File: src/rtl/spi_cmd_sequencer.sv
// Pops commands from a show-ahead SPI command queue and sequences them onto the SPI master.
// Chain-write commands expand into a base transfer plus one transfer per set device-mask bit.
module spi_cmd_sequencer #(
  parameter int          N_DEV   = 4,
  parameter int          DEV_W   = 2,
  parameter int          TMO_CYC = 4096,
  parameter logic [2:0]  OP_CW   = 3'b100
) (
  input  logic                  clk,
  input  logic                  rst,
  input  logic                  q_valid,
  output logic                  q_ready,
  input  logic [2:0]            q_op,
  input  logic [9:0]            q_addr,
  input  logic [12:0]           q_low13,
  input  logic [47:0]           q_wdata,
  input  logic [59:0]           q_std,
  input  logic [N_DEV-1:0]      q_cw_mask,
  input  logic [10*N_DEV-1:0]   q_cw_addr,
  input  logic [48*N_DEV-1:0]   q_cw_wdata,
  input  logic                  spi_ready,
  output logic                  spi_start,
  output logic [2:0]            spi_op,
  output logic [9:0]            spi_addr,
  output logic [12:0]           spi_low13,
  output logic [47:0]           spi_wdata,
  output logic [59:0]           spi_std,
  output logic [DEV_W-1:0]      spi_dev,
  input  logic                  spi_done,
  output logic                  cmpl_valid,
  output logic                  cmpl_err,
  output logic [3:0]            cmpl_xfers,
  output logic                  busy
);

  localparam int              WD_W    = $clog2(TMO_CYC);
  localparam logic [WD_W-1:0] WD_LAST = WD_W'(TMO_CYC - 1);

  typedef enum logic [1:0] {S_IDLE, S_ISSUE, S_WAIT, S_DONE} state_t;

  state_t state, state_nxt;

  logic [2:0]          op_r;
  logic [9:0]          addr_r;
  logic [12:0]         low13_r;
  logic [47:0]         wdata_r;
  logic [59:0]         std_r;
  logic [DEV_W-1:0]    dev_r;
  logic [10*N_DEV-1:0] cw_addr_r;
  logic [48*N_DEV-1:0] cw_wdata_r;
  logic [N_DEV-1:0]    rem;
  logic [3:0]          xfer_cnt;
  logic [WD_W-1:0]     wdog;
  logic                err_r;

  logic [DEV_W-1:0]    lo_idx;
  logic [N_DEV-1:0]    lo_bit;

  // Lowest pending device: scanning downward lets the lowest set bit win.
  always_comb begin
    // NOTE: every combinational output gets a default first so no path leaves it unassigned (no latch).
    lo_idx = '0;
    lo_bit = '0;
    for (int i = N_DEV - 1; i >= 0; i--) begin
      if (rem[i]) begin
        lo_idx    = DEV_W'(i);
        lo_bit    = '0;
        lo_bit[i] = 1'b1;
      end
    end
  end

  always_ff @(posedge clk) begin
    // NOTE: sequential state uses non-blocking assignments so all registers update from pre-edge values.
    if (rst) state <= S_IDLE;
    else     state <= state_nxt;
  end

  always_comb begin
    state_nxt  = state;
    q_ready    = 1'b0;
    spi_start  = 1'b0;
    cmpl_valid = 1'b0;
    cmpl_err   = 1'b0;
    cmpl_xfers = '0;
    busy       = (state != S_IDLE);
    unique case (state)
      S_IDLE: begin
        q_ready = 1'b1;
        if (q_valid) state_nxt = S_ISSUE;
      end
      S_ISSUE: begin
        spi_start = spi_ready;
        if (spi_ready) state_nxt = S_WAIT;
      end
      S_WAIT: begin
        // A done in the timeout cycle takes priority over the watchdog.
        if (spi_done)              state_nxt = (rem != '0) ? S_ISSUE : S_DONE;
        else if (wdog == WD_LAST)  state_nxt = S_DONE;
      end
      S_DONE: begin
        cmpl_valid = 1'b1;
        cmpl_err   = err_r;
        cmpl_xfers = xfer_cnt;
        state_nxt  = S_IDLE;
      end
      default: state_nxt = S_IDLE;
    endcase
  end

  always_ff @(posedge clk) begin
    // NOTE: the latched command fields are cleared on reset too, so outputs read 0 out of reset.
    if (rst) begin
      op_r       <= '0;
      addr_r     <= '0;
      low13_r    <= '0;
      wdata_r    <= '0;
      std_r      <= '0;
      dev_r      <= '0;
      cw_addr_r  <= '0;
      cw_wdata_r <= '0;
      rem        <= '0;
      xfer_cnt   <= '0;
      wdog       <= '0;
      err_r      <= 1'b0;
    end else begin
      unique case (state)
        S_IDLE: begin
          if (q_valid) begin
            op_r       <= q_op;
            addr_r     <= q_addr;
            low13_r    <= q_low13;
            wdata_r    <= q_wdata;
            std_r      <= q_std;
            cw_addr_r  <= q_cw_addr;
            cw_wdata_r <= q_cw_wdata;
            rem        <= (q_op == OP_CW) ? q_cw_mask : '0;
            dev_r      <= '0;
            xfer_cnt   <= '0;
            err_r      <= 1'b0;
          end
        end
        S_ISSUE: begin
          if (spi_ready) begin
            xfer_cnt <= xfer_cnt + 4'd1;
            wdog     <= '0;
          end
        end
        S_WAIT: begin
          wdog <= wdog + WD_W'(1);
          if (spi_done) begin
            if (rem != '0) begin
              addr_r  <= cw_addr_r[10*int'(lo_idx) +: 10];
              wdata_r <= cw_wdata_r[48*int'(lo_idx) +: 48];
              dev_r   <= lo_idx;
              rem     <= rem & ~lo_bit;
            end
          end else if (wdog == WD_LAST) begin
            err_r <= 1'b1;
            rem   <= '0;
          end
        end
        default: ;
      endcase
    end
  end

  assign spi_op    = op_r;
  assign spi_addr  = addr_r;
  assign spi_low13 = low13_r;
  assign spi_wdata = wdata_r;
  assign spi_std   = std_r;
  assign spi_dev   = dev_r;

endmodule
File: config.mk
export PLATFORM = sky130hd
export DESIGN_NAME = spi_cmd_sequencer
export DESIGN_NICKNAME = d
export VERILOG_FILES = /design/src/rtl/spi_cmd_sequencer.sv
export SDC_FILE = /design/constraint.sdc
export NUM_CORES = 1
export LEC_CHECK = 0
export CAP_MARGIN = 20
export CORE_AREA = 2 2 202 204
export DETAILED_ROUTE_END_ITERATION = 8
export DIE_AREA = 0 0 204 206
export PLACE_DENSITY = 0.69
export SYNTH_ARGS = -nofsm -noshare
export SYNTH_HDL_FRONTEND = slang
export SYNTH_SLANG_ARGS = --single-unit
File: constraint.sdc
create_clock -name clk -period 3.3 [get_ports clk]
set_clock_uncertainty 0.1 [all_clocks]
set_input_delay 0.33 -clock clk [delete_from_list [all_inputs] [get_ports clk]]
set_output_delay 0.33 -clock clk [all_outputs]
set_load 0.01 [all_outputs]
==> flow_metrics.tcl, run 1 <==
set metrics [dict create \
    ys_warn_count 0 \
    setup_violations 0 \
    synthTopCellsByCount "nand2_1, dfxtp_1, a21oi_1" \
    pre_cts_ws_ps 900.0 \
    holdWs_ps 34.91 \
    rows 74 \
    grt_pass1_wl_um 82260 \
    synth.cell_area_um2 15300 \
    ys_async_sr_fraction_pct 0 \
    switching_share_pct 26.35 \
    arrival_ps 2450 \
    fp.coreArea_um2 40180 \
    min_period_ps 2884 \
    pin_count 520 \
    cp_max_fo 14 \
    postPlaceCellArea_um2 20910 \
    syn_nets 2286 \
    end_kind "primary output" \
    die_area_um2 42020 \
    wire_per_inst_um 18.87 \
    avgSynthCellArea_um2 8.013 \
    clk_path_buf_depth 3 \
    vias 15400 \
    synth_top_area_cell "dfxtp_1" \
    reg2reg_depth 5 \
    dieWidth_um 204 \
    syn_to_final_growth_pct 45.72 \
    comb_power_share_pct 17.3 \
    cts_resized 0 \
    p_sw_mw 3.168 \
    antenna_found_initial 7 \
    cts_hold_buffers 0 \
    antenna_left 0 \
    clk_latency_ps 560 \
    pwr_density_cell_nw_per_um2 539.2 \
    grt_overflow 0 \
    drive_gt1_share_pct 4.901 \
    reg2reg_slack_ps 950 \
    required_ps 2870 \
    irDropWorstVdd_mv 0.3290 \
    path_class "flip-flop to primary output" \
    synth_area_leaders "dfxtp_1, nand2_1, a21oi_1, o221a_1, o221ai_1" \
    htree_num_levels 2 \
    fin_nets 2716 \
    postCtsSetupRepairBufs 0 \
    path_clk_slew_ps 60 \
    r2r-end "spi_wdata[19]" \
    syn_inst 1909 \
    dp_hpwl_um 37410 \
    hold_violations 0 \
    setup_ws_ps 416.1 \
    regToRegStartpoint "rem[0]" \
    initial_core_util_pct 38.07 \
    root_buffer "clkbuf_16" \
    worst_slew_pin_slew_ps 807.2 \
    p_int_mw 8.853 \
    postLayoutCellArea_um2 22290 \
    synth_top_flop_cell "dfxtp_1" \
    period_share_pct 87.39 \
    rsz0062_at_grt "no" \
    grt_pass1_vias 14740 \
    synth_seq_cells 391 \
    place_congestion 0.8569 \
    via_per_inst 5.300 \
    hold_end "spi_std[44]" \
    synth_seq_area_share_pct 51.17 \
    slew_viol_final 0 \
    die_height_um 206 \
    p_leak_nw 7.975 \
    hp-start "rst" \
    fill_cells 3702 \
    slew_headroom_pct 46.19 \
    yosysMostFrequentCell "nand2_1" \
    port_buffers 519 \
    drc_errors 0 \
    numCtsBuffers 42 \
    grt_max_degree 135 \
    cts_tree "yes" \
    drt_iter0_markers 961 \
    clock-sinks 391 \
    grt_usage_pct 25.02 \
    synth_edf_count 0 \
    worst_setup_path_start_kind "flip-flop" \
    synth.top_cell.area_share_pct 51.17 \
    dr.pass1.iters 6 \
    yosysUniqueCellTypes 49 \
    whs_path_depth 2 \
    routed_wl_um 54830 \
    seq_power_share_pct 43.8 \
    fmax_ghz 0.3468 \
    status "finished clean" \
    fin_tns_setup_ps 0 \
    p_clk_share_pct 38.9 \
    min-delay-path-class "input pin to flip-flop" \
    drv_cap 0 \
]
[critical path: stages, from the launching register on]
cell             delay, ps
dfxtp_1                670
nand3b_1               440
inv_2                  220
clkdlybuf4s50_1        570
[flip-flops by register name, indices dropped and copies added (netlist names)]
name	flops
cw_wdata_r	192
err_r	1
spi_low13	13
spi_dev	2
rem	4
spi_std	60
state	2
spi_wdata	48
spi_op	3
spi_addr	10
cw_addr_r	40
wdog	12
xfer_cnt	4
[power groups by stage]
stage	clock (mW)	sequential, mW	combinational (mW)
finish	4.68	5.27	2.08
global route	4.97	5.30	2.26
CTS	4.79	5.26	2.09
detailed placement	0	5.36	2.08
global placement	0	5.35	2.06
floorplan	0	5.39	0.900
[placed cells by master, fill, tap and decap left out, drive strengths merged, types with 4 or more instances in the layout]
master         netlist  layout
nand2              633     633
nor3                 8       8
o221ai              58      58
clkbuf             107      63
o21ai               10      10
o221a               58      58
nor4                 4       4
nand3                5       5
dfxtp              391     391
inv                  8       9
and3                 7       7
a21oi              390     390
diode                0       7
clkinv               0       4
a211oi              56      56
clkdlybuf4s50        0     518
nor2                70      70
buf                 61      36
[routing by layer]
metal  vias to the layer above  GRT usage, %  share of wire, %
met1                      7289         30.02                41
met5                         -             0             0.020
met4                         2         11.80               4.0
li1                       7439             -                 -
met3                       107         5.866               7.3
met2                       564         42.36                48
[worst max-delay path by stage]
stage | cells after the start | end | startpoint
after detailed placement | 6 | spi_wdata[16] | spi_done
after global placement | 6 | spi_wdata[17] | q_valid
final | 3 | spi_start | state[0]
after global routing | 3 | spi_start | state[0]
after CTS | 3 | spi_start | state[0]
after floorplan | 5 | rem[0] | wdog[0]
[cells by family after synthesis]
logic type,Yosys count,synth area share (%)
xor+xnor,2,0.1145
buf+inv,176,4.818
mux,2,0.1472
compound gates,588,24.36
flops,391,51.17
simple gates,748,19.23
fa+ha+maj,2,0.1636
[area by class of cell]
type / count / area [um2] / share of cell area, %
Sequential cell: 391 / 7828 / 35.11
Multi-Input combinational cell: 1342 / 6785 / 30.44
Timing Repair Buffer: 554 / 5600 / 25.12
Clock buffer: 63 / 1261 / 5.658
Tap cell: 532 / 665.6 / 2.986
Clock inverter: 9 / 103.9 / 0.4659
Inverter: 8 / 30.03 / 0.1347
Antenna cell: 7 / 17.52 / 0.07858
[stage by stage]
stage,utilization [%],std cells,power [mW]
final,55.47,2906,12.02
after global routing,55.46,2903,12.53
after CTS,55.43,2899,12.15
after detailed placement,52.03,2827,7.445
after global placement,52.03,2827,7.406
after floorplan,-,1909,6.285
Note: power is estimated with default switching activity, not from simulation.
==> run 2: changes to the inputs <==
--- a/config.mk
+++ b/config.mk
@@ -6,9 +6,9 @@
 export NUM_CORES = 1
 export LEC_CHECK = 0
 export CAP_MARGIN = 20
-export CORE_AREA = 2 2 202 204
+export CORE_AREA = 2 2 203 205
 export DETAILED_ROUTE_END_ITERATION = 8
-export DIE_AREA = 0 0 204 206
+export DIE_AREA = 0 0 205 207
 export PLACE_DENSITY = 0.69
 export SYNTH_ARGS = -nofsm -noshare
 export SYNTH_HDL_FRONTEND = slang
==> constraint.sdc (replaced) <==
create_clock -name clk -period 2.9 [get_ports clk]
set_clock_uncertainty 0.1 [all_clocks]
set_input_delay 0.29 -clock clk [delete_from_list [all_inputs] [get_ports clk]]
set_output_delay 0.29 -clock clk [all_outputs]
set_load 0.01 [all_outputs]
==> run 2 against run 1 <==
  * Sequential cell count stayed put
  * Clock-buffer cell count rose by 2
  * Die area increased by 0.98%
  * Non-clock buffer count is 1 higher
  * Largest cell class unchanged
==> flow_metrics.tcl, run 2 (same netlist as run 1, synthesis figures left out) <==
set metrics [dict create \
    p_int_mw 10.11 \
    grt_overflow 0 \
    antenna_found_initial 14 \
    wire_per_inst_um 18.75 \
    largest_register_ffs 192 \
    slew_viol_final 0 \
    fin_nets 2717 \
    pin_count 520 \
    finalPower_mw 13.78 \
    cp_slowest_cell "dfxtp_1" \
    layout_commonest_cell "nand2_1" \
    fin_tns_setup_ps 0 \
    min_period_ps 2615 \
    rows 74 \
    grt_pass1_vias 15090 \
    port_buffers 519 \
    clk_path_buf_depth 3 \
    dr.pass1.iters 7 \
    crit_chain "nand3b_1, inv_2, clkdlybuf4s50_1" \
    place_congestion 0.8753 \
    arrival_ps 2220 \
    numCtsBuffers 42 \
    rsz0062_at_grt "no" \
    p_leak_nw 8.021 \
    path_class "flip-flop to primary output" \
    slew_headroom_pct 54.34 \
    clock-sinks 391 \
    grt_max_degree 155 \
    drt_iter0_markers 1083 \
    min-delay-path-class "input pin to flip-flop" \
    die_area_um2 42440 \
    drive_gt1_share_pct 5.057 \
    postPlaceCellArea_um2 20980 \
    worst_setup_path_start_kind "flip-flop" \
    postLayoutCellArea_um2 22410 \
    drc_errors 0 \
    cp_slowest_stage_delay_ps 690 \
    cts_resized 0 \
    syn_to_final_growth_pct 46.50 \
    p_clk_share_pct 39.2 \
    dp_hpwl_um 37400 \
    highest_layer "met5" \
    setup_violations 0 \
    fp.coreArea_um2 40370 \
    irDropWorstVdd_mv 0.4222 \
    grt_usage_pct 24.84 \
    die_height_um 207 \
    path_clk_slew_ps 60 \
    htree_num_levels 2 \
    grt_pass1_wl_um 83260 \
    place_inst 2827 \
    end_kind "primary output" \
    final_cells 2914 \
    fmax_ghz 0.3825 \
    p_sw_mw 3.674 \
    postCtsSetupRepairBufs 0 \
    pwr_density_cell_nw_per_um2 614.9 \
    routed_wl_um 54650 \
    required_ps 2510 \
    initial_core_util_pct 37.89 \
    cp_max_fo 14 \
    switching_share_pct 26.66 \
    reg2reg_slack_ps 610 \
    clk_latency_ps 570 \
    antenna_left 0 \
    dr_wl_met3_um 4303 \
    worst_slew_pin_slew_ps 684.8 \
    status "finished clean" \
    wl_met2_um 26120 \
    via_per_inst 5.300 \
    drv_cap 0 \
    cts_tree "yes" \
    hold_violations 0 \
    regMostFlops "cw_wdata_r" \
    comb_power_share_pct 17.3 \
    root_buffer "clkbuf_16" \
    vias 15450 \
    dieWidth_um 205 \
    wl_met1_um 22140 \
    seq_power_share_pct 43.5 \
    period_share_pct 90.16 \
    mostFrequentLayoutCells "nand2_1, clkdlybuf4s50_1, dfxtp_1, a21oi_1, nor2_1" \
]
run 2: cell count changes in the layout (fill, tap and decap cells not counted), sizes merged:
cell and delta:
bufinv -1, clkbuf +2, clkinv +3, clkinvlp +1
diode +2, dlygate4sd3 +1
run 2: final cells by class:
| type | count | area [um2] |
|---|---|---|
| multi-input combinational | 1342 | 6790 |
| inverter | 8 | 30.03 |
| timing repair buffer | 555 | 5673 |
| fill | 3647 | 17960 |
| sequential | 391 | 7828 |
| clock inverter | 12 | 100.1 |
| clock buffer | 65 | 1301 |
| antenna | 9 | 22.52 |
| tap | 532 | 665.6 |
run 2: power by group through the flow:
| stage | sequential (mW) | combinational (mW) | clock, mW |
|---|---|---|---|
| 2_1_floorplan | 6.13 | 1.02 | 0 |
| 3_3_place_gp | 6.09 | 2.35 | 0 |
| 3_5_place_dp | 6.10 | 2.38 | 0 |
| 4_1_cts | 5.99 | 2.39 | 5.53 |
| 5_1_grt | 6.03 | 2.59 | 5.76 |
| 6_report | 5.99 | 2.38 | 5.41 |
run 2: final timing paths:
check | from | cells past startpoint | end
worst max-delay path | state[0] | 3 | spi_start
worst min-delay path | q_low13[6] | 3 | spi_low13[6]
worst max register to register | state[1] | 5 | spi_wdata[30]
worst min register to register | cw_addr_r[20] | 2 | cw_addr_r[20]
run 2: metal layers:
layer	global-route usage (%)	up-vias
met3	5.743	107
met1	30.02	7250
li1	-	7455
met2	41.94	623
met4	10.92	10
met5	0	-
run 2: stage by stage:
| stage | utilization, % | setup WS (ps) | hold slack (ps) |
|---|---|---|---|
| global route | 55.51 | 130.6 | 153.9 |
| floorplan | - | 1127 | 326.0 |
| detailed placement | 51.96 | 585.8 | 346.1 |
| CTS | 55.46 | 246.3 | 135.9 |
| global placement | 51.96 | 648.7 | 341.0 |
| finish | 55.51 | 285.3 | 169.5 |
run 2: worst max-delay path: cells and delay by family, from the launching register on:
family	cells	cell delay [ps]
buffers and inverters	2	760
flip-flops	1	690
AND/OR/NAND/NOR	1	210
run 2: repair_timing:
item | in CTS | in global routing
hold endpoints to repair | 31 | 0
setup endpoints to repair | 0 | 0
hold buffers | 1 | 0
==> run 3: changes to the inputs <==
--- a/config.mk
+++ b/config.mk
@@ -6,10 +6,10 @@
 export NUM_CORES = 1
 export LEC_CHECK = 0
 export CAP_MARGIN = 20
-export CORE_AREA = 2 2 203 205
+export CORE_AREA = 8 8 197 199
 export DETAILED_ROUTE_END_ITERATION = 8
 export DIE_AREA = 0 0 205 207
-export PLACE_DENSITY = 0.69
+export PLACE_DENSITY = 0.76
 export SYNTH_ARGS = -nofsm -noshare
 export SYNTH_HDL_FRONTEND = slang
 export SYNTH_SLANG_ARGS = --single-unit
==> run 3 against run 2 <==
  * Non-clock buffer count down 10
  * Sequential cell count unchanged
  * Register-to-register slack worse by 160 ps
  * Core utilization up 6.6 points
  * Clock-buffer cell count up 1
  * Final cell count down 2.4%
  * Largest cell class unchanged
==> flow_metrics.tcl, run 3 (same netlist as run 1, synthesis figures left out) <==
set metrics [dict create \
    end_kind "primary output" \
    die_area_um2 42440 \
    mostFrequentLayoutCells "nand2_1, clkdlybuf4s50_1, dfxtp_1, a21oi_1, nor2_1" \
    layout_commonest_cell "nand2_1" \
    fp.coreArea_um2 35910 \
    vias 15600 \
    antenna_found_initial 27 \
    slew_viol_final 0 \
    cts_tree "yes" \
    required_ps 2510 \
    holdWs_ps 194.4 \
    worst_slew_pin_slew_ps 959.6 \
    min-delay-path-class "input pin to flip-flop" \
    path_class "flip-flop to primary output" \
    setup_violations 0 \
    clock-sinks 391 \
    arrival_ps 2180 \
    worst_setup_path_start_kind "flip-flop" \
    grt_usage_pct 25.11 \
    dieWidth_um 205 \
    drc_errors 0 \
    slew_headroom_pct 36.03 \
    drv_cap 0 \
    port_buffers 519 \
    fmax_ghz 0.3885 \
    die_height_um 207 \
    irDropWorstVdd_mv 0.4807 \
    drt_iter0_markers 1106 \
    wire_per_inst_um 20.05 \
    routed_wl_um 57010 \
    rsz0062_at_grt "no" \
    regMostFlops "cw_wdata_r" \
    rows 70 \
    root_buffer "clkbuf_16" \
    grt_max_degree 156 \
    largest_register_ffs 192 \
    grt_overflow 0 \
    place_congestion 0.8629 \
    postCtsSetupRepairBufs 0 \
    p_leak_nw 8.007 \
    hold_violations 0 \
    fin_nets 2707 \
    cts_resized 0 \
    initial_core_util_pct 42.60 \
    cts_hold_buffers 1 \
    dp_hpwl_um 39470 \
    min_period_ps 2574 \
    finalPower_mw 13.92 \
    syn_to_final_growth_pct 45.83 \
    clk_latency_ps 540 \
    numCtsBuffers 42 \
    antenna_left 0 \
    clk_path_buf_depth 3 \
    drive_gt1_share_pct 4.657 \
    path_clk_slew_ps 60 \
    reg2reg_slack_ps 450 \
    dr.pass1.iters 5 \
    via_per_inst 5.486 \
    cp_max_fo 14 \
    period_share_pct 88.76 \
    fin_tns_setup_ps 0 \
    grt_pass1_wl_um 86150 \
    htree_num_levels 2 \
    pwr_density_cell_nw_per_um2 624.1 \
    grt_pass1_vias 15220 \
    pin_count 520 \
    status "finished clean" \
]
## run 3: changes by cell type in the layout (fill, tap and decap cells not counted)
cell / previous run / this run
buf_12: 16 / 15
buf_4: 19 / 10
bufinv_16: 1 / 3
clkbuf_1: 10 / 9
clkbuf_8: 10 / 12
clkinv_4: 1 / 0
clkinvlp_4: 3 / 0
diode_2: 9 / 14
## run 3: layout make-up
cell class                 instances  area (um2)
fill                            3069       13600
sequential                       391        7828
multi-input combinational       1342        6790
timing repair buffer             545        5585
clock buffer                      66        1325
tap                              468       585.6
clock inverter                    10       128.9
antenna                           14       35.03
inverter                           8       30.03
## run 3: final timing paths
kind / startpoint / end / cells past startpoint
setup / recovery: state[0] / spi_start / 3
hold / removal: q_low13[11] / spi_low13[11] / 3
hold reg to reg: cw_addr_r[30] / cw_addr_r[30] / 2
setup reg to reg: rem[0] / spi_wdata[17] / 5
## run 3: metal layers
layer	GRT usage, %	wire length, um
met4	11.56	2424
met2	41.43	26900
met3	7.537	5095
met1	29.51	22420
met5	0	179
## run 3: worst max-delay path, cell delays in order (launching register included)
cell and delay (ps):
dfxtp_1 690, nand3b_1 210, inv_2 170, clkdlybuf4s50_1 580
## run 3: through the flow
stage	instance area (um2)	std cells	worst slack, ps	utilization, %
global placement	20810	2753	562.5	57.95
detailed placement	20810	2753	490.9	57.95
finish	22310	2844	325.8	62.12
floorplan	15300	1909	1127	-
CTS	22270	2830	313.6	62.02
global route	22310	2843	188.2	62.11
## run 3: power by group
group	total, mW	switching [mW]	internal [mW]
Combinational	2.37	1.24	1.13
Clock	5.55	2.15	3.40
Sequential	6.00	0.229	5.77
